`src/rtl/eth_tx_tstamp_insert_pkg.sv`:
```
// Shared constants and types for the TX timestamp insertion path.
// Includes the frame-match constants, the FSM state encoding and a helper
// that puts a timestamp into wire byte order.
package eth_tstamp_pkg;

  localparam logic [15:0] ETHERTYPE_IPV4 = 16'h0800;
  localparam logic [7:0]  IPPROTO_UDP    = 8'h11;
  localparam int          CSUM_BEAT      = 5;
  // Skid payload layout: {tdata[63:0], tkeep[7:0], tlast, tuser}
  localparam int          AXIS_PAYLOAD_W = 74;

  typedef logic [63:0] tstamp_t;

  typedef enum logic [1:0] {
    ST_SOF  = 2'd0,
    ST_HDR  = 2'd1,
    ST_BODY = 2'd2
  } tx_state_e;

  // Timestamp goes out MSB first: ts[63:56] lands in the first wire byte.
  function automatic logic [63:0] ts_to_wire(input tstamp_t ts);
    logic [63:0] r;
    for (int i = 0; i < 8; i++) begin
      r[8*i +: 8] = ts[56 - 8*i +: 8];
    end
    return r;
  endfunction

endpackage

```
`src/rtl/eth_tx_tstamp_insert_if.sv`:
```
// 64-bit AXI-Stream bundle used on both sides of the timestamp inserter.
interface eth_tx_tstamp_insert_if;
  logic        tvalid;
  logic        tready;
  logic [63:0] tdata;
  logic [7:0]  tkeep;
  logic        tlast;
  logic        tuser;

  modport master (output tvalid, output tdata, output tkeep, output tlast,
                  output tuser, input tready);
  modport slave  (input tvalid, input tdata, input tkeep, input tlast,
                  input tuser, output tready);
endinterface

```
`src/rtl/eth_tx_tstamp_insert_skid_buf.sv`:
```
// Two-entry skid buffer forming the registered output stage of the inserter.
// Input ready is registered and depends only on buffer occupancy, never on
// the downstream ready of the current cycle.
module axis_skid_buf
  import eth_tstamp_pkg::*;
#(
  parameter int W = AXIS_PAYLOAD_W
) (
  input  logic         clk156,
  input  logic         reset,
  input  logic         in_valid,
  output logic         in_ready,
  input  logic [W-1:0] in_data,
  output logic         out_valid,
  input  logic         out_ready,
  output logic [W-1:0] out_data
);

  logic [W-1:0] out_data_r;
  logic [W-1:0] skid_data_r;
  logic         out_valid_r;
  logic         skid_valid_r;
  logic         in_ready_r;
  logic         push_s;
  logic         pop_s;
  logic [1:0]   count_s;
  logic [1:0]   count_next_s;

  // Handshake qualifiers and next occupancy.
  always_comb begin
    push_s       = in_valid & in_ready_r;
    pop_s        = out_valid_r & out_ready;
    count_s      = {1'b0, out_valid_r} + {1'b0, skid_valid_r};
    count_next_s = count_s + {1'b0, push_s} - {1'b0, pop_s};
  end

  // Output register plus skid entry; output holds while stalled.
  always_ff @(posedge clk156) begin
    if (reset) begin
      out_data_r   <= '0;
      skid_data_r  <= '0;
      out_valid_r  <= 1'b0;
      skid_valid_r <= 1'b0;
      in_ready_r   <= 1'b0;
    end else begin
      in_ready_r <= (count_next_s != 2'd2);
      if (!out_valid_r || pop_s) begin
        if (skid_valid_r) begin
          out_data_r   <= skid_data_r;
          out_valid_r  <= 1'b1;
          skid_valid_r <= push_s;
          if (push_s) begin
            skid_data_r <= in_data;
          end
        end else begin
          out_valid_r <= push_s;
          if (push_s) begin
            out_data_r <= in_data;
          end
        end
      end else if (push_s) begin
        skid_data_r  <= in_data;
        skid_valid_r <= 1'b1;
      end
    end
  end

  assign in_ready  = in_ready_r;
  assign out_valid = out_valid_r;
  assign out_data  = out_data_r;

endmodule

```
`src/rtl/eth_tx_tstamp_insert.sv`:
```
// TX timestamp inserter: overwrites beat TS_WORD of IPv4/UDP frames with the
// timestamp captured at start of frame, MSB first on the wire.
// Optional build macro TSTAMP_CSUM_CLR_EN: also zero the UDP checksum
// (beat 5, tdata[15:0]) of qualified frames.
module eth_tx_tstamp_insert
  import eth_tstamp_pkg::*;
#(
  parameter int TS_WORD = 6
) (
  input  logic                          clk156,
  input  logic                          reset,
  eth_tx_tstamp_insert_if.slave         s_axis,
  eth_tx_tstamp_insert_if.master        m_axis,
  output tstamp_t                       ts_now,
  output logic [31:0]                   insert_count
);

  localparam logic [7:0] TS_BEAT   = 8'(TS_WORD);
  localparam logic [7:0] CSUM_IDX  = 8'(CSUM_BEAT);

  tx_state_e                 state_r;
  logic [7:0]                beat_cnt_r;
  tstamp_t                   ts_now_r;
  tstamp_t                   ts_hold_r;
  logic                      eth_ok_r;
  logic                      qual_r;
  logic [31:0]               insert_cnt_r;

  logic                      ready_s;
  logic                      accept_s;
  logic                      ins_s;
  logic                      csum_s;
  logic [63:0]               data_s;
  logic [AXIS_PAYLOAD_W-1:0] pl_in_s;
  logic [AXIS_PAYLOAD_W-1:0] pl_out_s;
  logic                      out_valid_s;

  // Free-running timestamp, wraps naturally at 2^64.
  always_ff @(posedge clk156) begin
    if (reset) begin
      ts_now_r <= '0;
    end else begin
      ts_now_r <= ts_now_r + 64'd1;
    end
  end

  // Beat classification and data replacement ahead of the skid stage.
  always_comb begin
    accept_s = s_axis.tvalid & ready_s;
    ins_s    = (state_r == ST_BODY) && qual_r && (beat_cnt_r == TS_BEAT) &&
               (s_axis.tkeep == 8'hFF);
`ifdef TSTAMP_CSUM_CLR_EN
    csum_s   = (state_r == ST_BODY) && qual_r && (beat_cnt_r == CSUM_IDX);
`else
    csum_s   = 1'b0;
`endif
    if (ins_s) begin
      data_s = ts_to_wire(ts_hold_r);
    end else if (csum_s) begin
      data_s = {s_axis.tdata[63:16], 16'h0000};
    end else begin
      data_s = s_axis.tdata;
    end
    pl_in_s = {data_s, s_axis.tkeep, s_axis.tlast, s_axis.tuser};
  end

  // Frame FSM: SOF latch, header qualification over beats 1-2, body counting.
  always_ff @(posedge clk156) begin
    if (reset) begin
      state_r      <= ST_SOF;
      beat_cnt_r   <= 8'd0;
      ts_hold_r    <= '0;
      eth_ok_r     <= 1'b0;
      qual_r       <= 1'b0;
      insert_cnt_r <= 32'd0;
    end else if (accept_s) begin
      if (ins_s) begin
        insert_cnt_r <= insert_cnt_r + 32'd1;
      end
      if (s_axis.tlast) begin
        beat_cnt_r <= 8'd0;
      end else if (beat_cnt_r != 8'd255) begin
        beat_cnt_r <= beat_cnt_r + 8'd1;
      end
      case (state_r)
        ST_SOF: begin
          ts_hold_r <= ts_now_r;
          eth_ok_r  <= 1'b0;
          qual_r    <= 1'b0;
          state_r   <= s_axis.tlast ? ST_SOF : ST_HDR;
        end
        ST_HDR: begin
          if (beat_cnt_r == 8'd1) begin
            eth_ok_r <= ({s_axis.tdata[39:32], s_axis.tdata[47:40]} == ETHERTYPE_IPV4);
            state_r  <= s_axis.tlast ? ST_SOF : ST_HDR;
          end else begin
            qual_r   <= eth_ok_r && (s_axis.tdata[63:56] == IPPROTO_UDP);
            state_r  <= s_axis.tlast ? ST_SOF : ST_BODY;
          end
        end
        ST_BODY: begin
          state_r <= s_axis.tlast ? ST_SOF : ST_BODY;
        end
        default: begin
          state_r <= ST_SOF;
        end
      endcase
    end
  end

  axis_skid_buf #(.W(AXIS_PAYLOAD_W)) u_skid (
    .clk156    (clk156),
    .reset     (reset),
    .in_valid  (s_axis.tvalid),
    .in_ready  (ready_s),
    .in_data   (pl_in_s),
    .out_valid (out_valid_s),
    .out_ready (m_axis.tready),
    .out_data  (pl_out_s)
  );

  assign s_axis.tready = ready_s;
  assign m_axis.tvalid = out_valid_s;
  assign m_axis.tdata  = pl_out_s[73:10];
  assign m_axis.tkeep  = pl_out_s[9:2];
  assign m_axis.tlast  = pl_out_s[1];
  assign m_axis.tuser  = pl_out_s[0];
  assign ts_now        = ts_now_r;
  assign insert_count  = insert_cnt_r;

endmodule

```
`src/flat_wrapper.sv`:
```
// flat-port wrapper written by rule: the top's interface ports become plain ports
module eth_tx_tstamp_insert_flat import eth_tstamp_pkg::*;
#(
  parameter int TS_WORD = 6
)
  (clk156, reset, ts_now, insert_count, s_axis_tvalid, s_axis_tdata, s_axis_tkeep, s_axis_tlast, s_axis_tuser, s_axis_tready, m_axis_tvalid, m_axis_tdata, m_axis_tkeep, m_axis_tlast, m_axis_tuser, m_axis_tready);
  eth_tx_tstamp_insert_if s_axis_i ();
  eth_tx_tstamp_insert_if m_axis_i ();
  input  logic clk156;
  input  logic reset;
  output tstamp_t ts_now;
  output logic [31:0] insert_count;
  input wire logic [$bits(s_axis_i.tvalid)-1:0] s_axis_tvalid;
  input wire logic [$bits(s_axis_i.tdata)-1:0] s_axis_tdata;
  input wire logic [$bits(s_axis_i.tkeep)-1:0] s_axis_tkeep;
  input wire logic [$bits(s_axis_i.tlast)-1:0] s_axis_tlast;
  input wire logic [$bits(s_axis_i.tuser)-1:0] s_axis_tuser;
  output wire logic [$bits(s_axis_i.tready)-1:0] s_axis_tready;
  output wire logic [$bits(m_axis_i.tvalid)-1:0] m_axis_tvalid;
  output wire logic [$bits(m_axis_i.tdata)-1:0] m_axis_tdata;
  output wire logic [$bits(m_axis_i.tkeep)-1:0] m_axis_tkeep;
  output wire logic [$bits(m_axis_i.tlast)-1:0] m_axis_tlast;
  output wire logic [$bits(m_axis_i.tuser)-1:0] m_axis_tuser;
  input wire logic [$bits(m_axis_i.tready)-1:0] m_axis_tready;
  assign s_axis_i.tvalid = s_axis_tvalid;
  assign s_axis_i.tdata = s_axis_tdata;
  assign s_axis_i.tkeep = s_axis_tkeep;
  assign s_axis_i.tlast = s_axis_tlast;
  assign s_axis_i.tuser = s_axis_tuser;
  assign s_axis_tready = s_axis_i.tready;
  assign m_axis_tvalid = m_axis_i.tvalid;
  assign m_axis_tdata = m_axis_i.tdata;
  assign m_axis_tkeep = m_axis_i.tkeep;
  assign m_axis_tlast = m_axis_i.tlast;
  assign m_axis_tuser = m_axis_i.tuser;
  assign m_axis_i.tready = m_axis_tready;
  eth_tx_tstamp_insert #(.TS_WORD(TS_WORD)) u_core (.clk156(clk156), .reset(reset), .s_axis(s_axis_i), .m_axis(m_axis_i), .ts_now(ts_now), .insert_count(insert_count));
endmodule
```
`config.mk`:
```
export PLATFORM = sky130hd
export DESIGN_NAME = eth_tx_tstamp_insert_flat
export DESIGN_NICKNAME = d
export VERILOG_FILES = /design/src/rtl/eth_tx_tstamp_insert_pkg.sv /design/src/rtl/eth_tx_tstamp_insert_if.sv /design/src/rtl/eth_tx_tstamp_insert_skid_buf.sv /design/src/rtl/eth_tx_tstamp_insert.sv /design/src/flat_wrapper.sv
export SDC_FILE = /design/constraint.sdc
export NUM_CORES = 1
export LEC_CHECK = 0
export ABC_AREA = 1
export BUFFER_PORTS_ARGS = -buffer_cell sky130_fd_sc_hd__buf_4
export CORE_MARGIN = 10
export CORE_UTILIZATION = 47
export CTS_CLUSTER_DIAMETER = 60
export DETAILED_ROUTE_END_ITERATION = 8
export PLACE_DENSITY = 0.68
export SLEW_MARGIN = 10
export SYNTH_ARGS = -nofsm -noshare
export SYNTH_HDL_FRONTEND = slang
export SYNTH_SLANG_ARGS = --single-unit
```
`constraint.sdc`:
```
create_clock -name clk156 -period 4.1 [get_ports clk156]
set_input_delay 0.82 -clock clk156 [delete_from_list [all_inputs] [get_ports clk156]]
set_output_delay 0.82 -clock clk156 [all_outputs]
set_load 0.01 [all_outputs]
```
# Word-level counts from Yosys, hierarchy flattened
# Index checks and enable logic that the tools add are counted.
[totals]
word_cells = 69
ff_bits = 323
out_inout_bits = 172
input_bits = 78
[op_classes]
addsub = 6
n_reduce_logical = 17
muxes = 20
n_bitwise = 2
n_eq_ne = 12
[ops]
columns = ["operator", "count"]
rows = [
  ["$mux W74", 5],
  ["$add A64 B1 Y64 const B", 1],
  ["$mux W64", 1],
  ["$add A32 B1 Y32 const B", 1],
  ["$eq A16 B12 Y1 const B", 1],
  ["$mux W8", 2],
  ["$add A8 B1 Y8 const B", 1],
  ["$eq A8 B1 Y1 const B", 1],
  ["$eq A8 B3 Y1 const B", 1],
  ["$eq A8 B5 Y1 const B", 1],
  ["$eq A8 B8 Y1 const B", 1],
  ["$ne A8 B8 Y1 const B", 1],
  ["$reduce_and A2 Y1", 4],
  ["$reduce_bool A2 Y1", 4],
  ["$mux W1", 7],
  ["$ne A2 B2 Y1 const B", 3],
  ["$pmux W2 S3", 1],
  ["$reduce_and A3 Y1", 2],
  ["$logic_and A1 B1 Y1", 4],
  ["$mux W2", 2],
  ["$pmux W1 S2", 2],
  ["$add A1 B1 Y2", 1],
  ["$add A2 B1 Y2", 1],
  ["$and A1 B1 Y1", 2],
  ["other kinds (7)", 7],
]

# Longest topological paths before layout
[depth]
ltp_word = 8
depth_mapped = 11

# Modules after synthesis
# Synthesis repeated with hierarchy kept, for this count alone.
[hier_totals]
hier_cells = 2519
hier_area_um2 = 16722.3
[modules_own_cells]
columns = ["mod", "cells_each", "area_each_um2", "instances", "seq_area_each_um2"]
rows = [
  ["eth_tx_tstamp_insert", 1379, 9556.7, 1, 3443.3],
  ["axis_skid_buf", 1140, 7165.6, 1, 3022.9],
]

# Least setup slack after synthesis
# No wires, ideal clock.
[synth_timing]
kind = "in2reg"
from = "input m_axis_tready"
to = "register u_core.u_skid.in_ready_r, in the netlist u_core.u_skid.in_ready"
stages = 8
n_path_buf = 0
setup_slack_ns = 2.136
arrival_ns = 1.849
cell_sequence = "nand2_1 > inv_1 > ha_1 > inv_1 > fa_1 > xnor2_1 > o21ai_0 > inv_1"
[synth_between]
elab_chain_cells = 3
[synth_lines]
columns = ["element", "line_no", "text"]
rows = [
  ["start: declaration", "flat_wrapper.sv:24", "input wire logic [$bits(m_axis_i.tready)-1:0] m_axis_tready;"],
  ["$and A1 B1 Y1", "eth_tx_tstamp_insert_skid_buf.sv:32", "pop_s = out_valid_r & out_ready;"],
  ["$sub A2 B1 Y2", "eth_tx_tstamp_insert_skid_buf.sv:34", "count_next_s = count_s + {1'b0, push_s} - {1'b0, pop_s};"],
  ["$ne A2 B2 Y1", "eth_tx_tstamp_insert_skid_buf.sv:46", "in_ready_r <= (count_next_s != 2'd2);"],
  ["end signal: assignment", "eth_tx_tstamp_insert_skid_buf.sv:46", ""],
  ["end: declaration", "eth_tx_tstamp_insert_skid_buf.sv:23", "logic in_ready_r;"],
]
# No other way between the ends.
# A chain may end at the register's enable or synchronous reset.

# Final worst setup path
[layout_timing]
from = "register u_core.beat_cnt_r[0]"
to = "register u_core.insert_cnt_r[16], in the netlist u_core.insert_count[16]"
[layout_between]
elab_chain_cells = 4
[layout_lines]
columns = ["element", "line_no", "text"]
rows = [
  ["start: declaration", "eth_tx_tstamp_insert.sv:22", "logic [7:0] beat_cnt_r;"],
  ["start signal: assignment", "eth_tx_tstamp_insert.sv:83", "beat_cnt_r <= beat_cnt_r + 8'd1;"],
  ["$eq A8 B3 Y1", "eth_tx_tstamp_insert.sv:50", "ins_s = (state_r == ST_BODY) && qual_r && (beat_cnt_r == TS_BEAT) &&"],
  ["$logic_and A1 B1 Y1 (2 in a row)", "eth_tx_tstamp_insert.sv:50", ""],
  ["$reduce_and A2 Y1 (no line)", "--", ""],
  ["end signal: assignment", "eth_tx_tstamp_insert.sv:78", "insert_cnt_r <= insert_cnt_r + 32'd1;"],
  ["end: declaration", "eth_tx_tstamp_insert.sv:27", "logic [31:0] insert_cnt_r;"],
]
# No other way between the ends.

==> impl_metrics.toml <==
[critical_path]
cpPeakStageDelay_ps = 730
crit_fanout = 30
rr_startpoint = "u_core.beat_cnt_r[0]"
slowest_stage = "inv_1"
critical_path_arrival_ps = 2850
worst_path_most_repeated_cell = "inv_1"
critPathTopFamily = "buffers and inverters"
cp_num_cells = 9
r2r_cells = 9
crit_end = "u_core.insert_count[16]"
rrSetupSlack_ps = 1690
r2r_end = "u_core.insert_count[16]"
crit_chain = "inv_1 -> ha_1 -> nand3_1 -> nor2_1 -> nand4_1 -> buf_4 -> inv_1 -> nand2_1 -> a21oi_1"
end_kind = "register"
critPathKind = "register to register"
worstPathRequired_ps = 4540
worst_setup_path_start_kind = "register"
startpoint = "u_core.beat_cnt_r[0]"
critPathBufInv = 3

[routing]
drc = 0
postRouteAntennaNets = 0
vias = 16080
viasPerCell = 5.41
totalWireLength_mm = 51.3
wl_per_cell_microns = 17.2
drt-initial-drc-count = 1219
firstDrtPassIters = 5

[synth]
syn_area_per_cell_sq_um = 6.63
synthAdderAreaFrac = 0.00619
post_synth_inst_count = 2315
seq_area_frac_synth = 0.421
yosys_warnings = 0
synth_mux_area_frac = 0
synth_top_family_by_area = "simple AND/OR/NAND/NOR gates"
synth.distinct_cells = 32
synth-compound-area-share = 0.198
netlist_area_sq_um = 15400
synth-xor-area-share = 0.0137
syn_nets = 2400
synth-seq-cells = 323
yosys.area_share.simple = 0.273

[timing]
max_slew_margin = 0.298
period_share = 0.587
rsz0062_at_grt = "no"
max_freq_ghz = 0.415
finalMaxSlewViolations = 0
finalClockSkew_ps = 18.7
worstMarginPinSlew_ps = 1050
finalSetupViolations = 0
tns_ps = 0
fin_ws_ps = 1690
period_needed_ps = 2410
hold_viol = 0

[floorplan]
ios = 250
num_rows = 66
die_w_microns = 201
initial_core_util = 0.474
core_area_sq_um = 32400
die_y_microns = 201
die_area_sq_um = 40300

[grt]
grt_pass1_vias = 14739
antenna_found_initial = 0
grt.total_usage = 0.242
grt_busiest_layer = "met2"
grt_use_met2 = 0.357
grt_pass1_wl_mm = 81.2
use_met3 = 0.0439
grt_max_degree = 94
use_met1 = 0.356
grt_overflow_total = 0

[place]
post_dp_cell_area_sq_um = 17500
dpl.hpwl_mm = 36.4
dp_slack_ps = 1240
routabilityCongestion = 0.926
place_inst = 2908
io_buffers = 249

[finish]
drive_above_1_share = 0.147
fin_area_sq_um = 18700
layout_common_cells = "588 x nand2_1, 343 x a21oi_1, 322 x dfxtp_1, 263 x buf_4, 237 x o21ai_0"
nFillCells = 3105
instances_no_fill = 2973
area_growth_pct = 22.1
final_core_util = 0.579
final_common_cell = "nand2_1"
finish.net_count = 2591
antennaDiodeCount = 0

[clocking]
cts_root_buf = "clkbuf_16"
cts_hold_buf = 0
cts_tree = "built"
clockBufferDepth = 3
clkLatencyLatePin_ps = 530
cts_setup_buffers = 0
cts_resized = 0
cts_made_buffers = 38
cts.sinks = 323
clkTransAtPathRegs_ps = 60
cts_max_level = 2

[outcome]
status = "completed"

[power_and_ir_drop]
leakage_uw = 0.00771
ir_drop_v = 0.000247
power_density_nw_per_um2 = 394

[min_path]
hp-class = "register to register"

[run]
max-cap-violations = 0
[stage by stage]
stage               hold WS, ps  power (uW)
floorplan                   430        3740
global placement            442        4030
detailed placement          447        4040
CTS                         455        7410
global route                472        7630
finish                      455        7380
[synthesized netlist by cell type]
master    count  share of area
nor4_1        1        0.00041
inv_1       219          0.054
xor2_1       16         0.0091
xnor2_1       8         0.0046
fa_1          1         0.0013
a311oi_1      1        0.00057
nand3_1     119          0.039
a211oi_1      1        0.00049
nor3_1        5         0.0016
nand3_2       2         0.0013
nand4_1      25          0.010
clkbuf_1     84          0.021
nor2_4        8         0.0059
a21oi_1     343           0.11
buf_4         8         0.0039
nand2_1     589           0.14
a31oi_1      11         0.0045
inv_2         9         0.0022
nor2_1      234          0.057
nor2_2       10         0.0041
and3_1        1        0.00041
o21a_1        4         0.0020
ha_1          6         0.0049
dfxtp_1     323           0.42
buf_2        24         0.0078
a221oi_1      1        0.00057
or2_0        10         0.0041
nand2_2      11         0.0045
o21ai_1       2        0.00065
o21ai_0     237          0.077
nor3b_1       1        0.00049
o21bai_1      1        0.00049
[cells by family (layout without fill, tap and decap cells)]
family / after synthesis / count (layout)
simple gates: 1016 / 1016
compound gates: 601 / 601
buf+inv: 344 / 560
flops: 323 / 323
xor+xnor: 24 / 24
fa+ha+maj: 7 / 7
[worst min path at each step]
stage                         startpoint              endpoint  slack (ps)  cells after the start
CTS                 u_core.ts_hold_r[63]  u_core.ts_hold_r[63]         450                      2
detailed placement  u_core.ts_hold_r[63]  u_core.ts_hold_r[63]         450                      2
global route         u_core.ts_hold_r[3]   u_core.ts_hold_r[3]         470                      2
finish              u_core.ts_hold_r[63]  u_core.ts_hold_r[63]         450                      2
global placement    u_core.ts_hold_r[36]  u_core.ts_hold_r[36]         440                      2
floorplan            u_core.ts_hold_r[0]   u_core.ts_hold_r[0]         430                      2
[cell type report]
type | count | area, sq um | share of cell area
Multi-Input combinational cell | 1648 | 7560 | 0.403
Sequential cell | 323 | 6470 | 0.345
Timing Repair Buffer | 267 | 2050 | 0.110
Clock buffer | 54 | 1130 | 0.0605
Inverter | 228 | 860 | 0.0459
Tap cell | 442 | 553 | 0.0295
Clock inverter | 11 | 119 | 0.00634
[worst min-delay path, delay by kind of cell, from the launching register on]
kind,cells,cell delay [ps]
flip-flops,1,300
buffers and inverters,1,60
AO/OA/AOI/OAI,1,50
[sequential cells by signal (all words and copies together), names as in the netlist, 2 cells and up]
name,flops
u_core.u_skid.out_data,74
u_core.u_skid.skid_data_r,74
u_core.ts_hold_r,64
u_core.ts_now,64
u_core.insert_count,32
u_core.beat_cnt_r,8
u_core.state_r,2
[per-layer routing]
layer	share of wire	up-vias
li1	-	7894
met1	0.48	7432
met2	0.42	688
met3	0.084	66
met4	0.017	0
met5	0	-
[report_power, final]
part | internal, uW | leakage [uW] | switching [uW]
Combinational | 256 | 0.00447 | 393
Clock | 2050 | 0.000611 | 1340
Sequential | 3270 | 0.00263 | 64.3
Total | 5580 | 0.00771 | 1800
(Power assumes the default switching activity.)
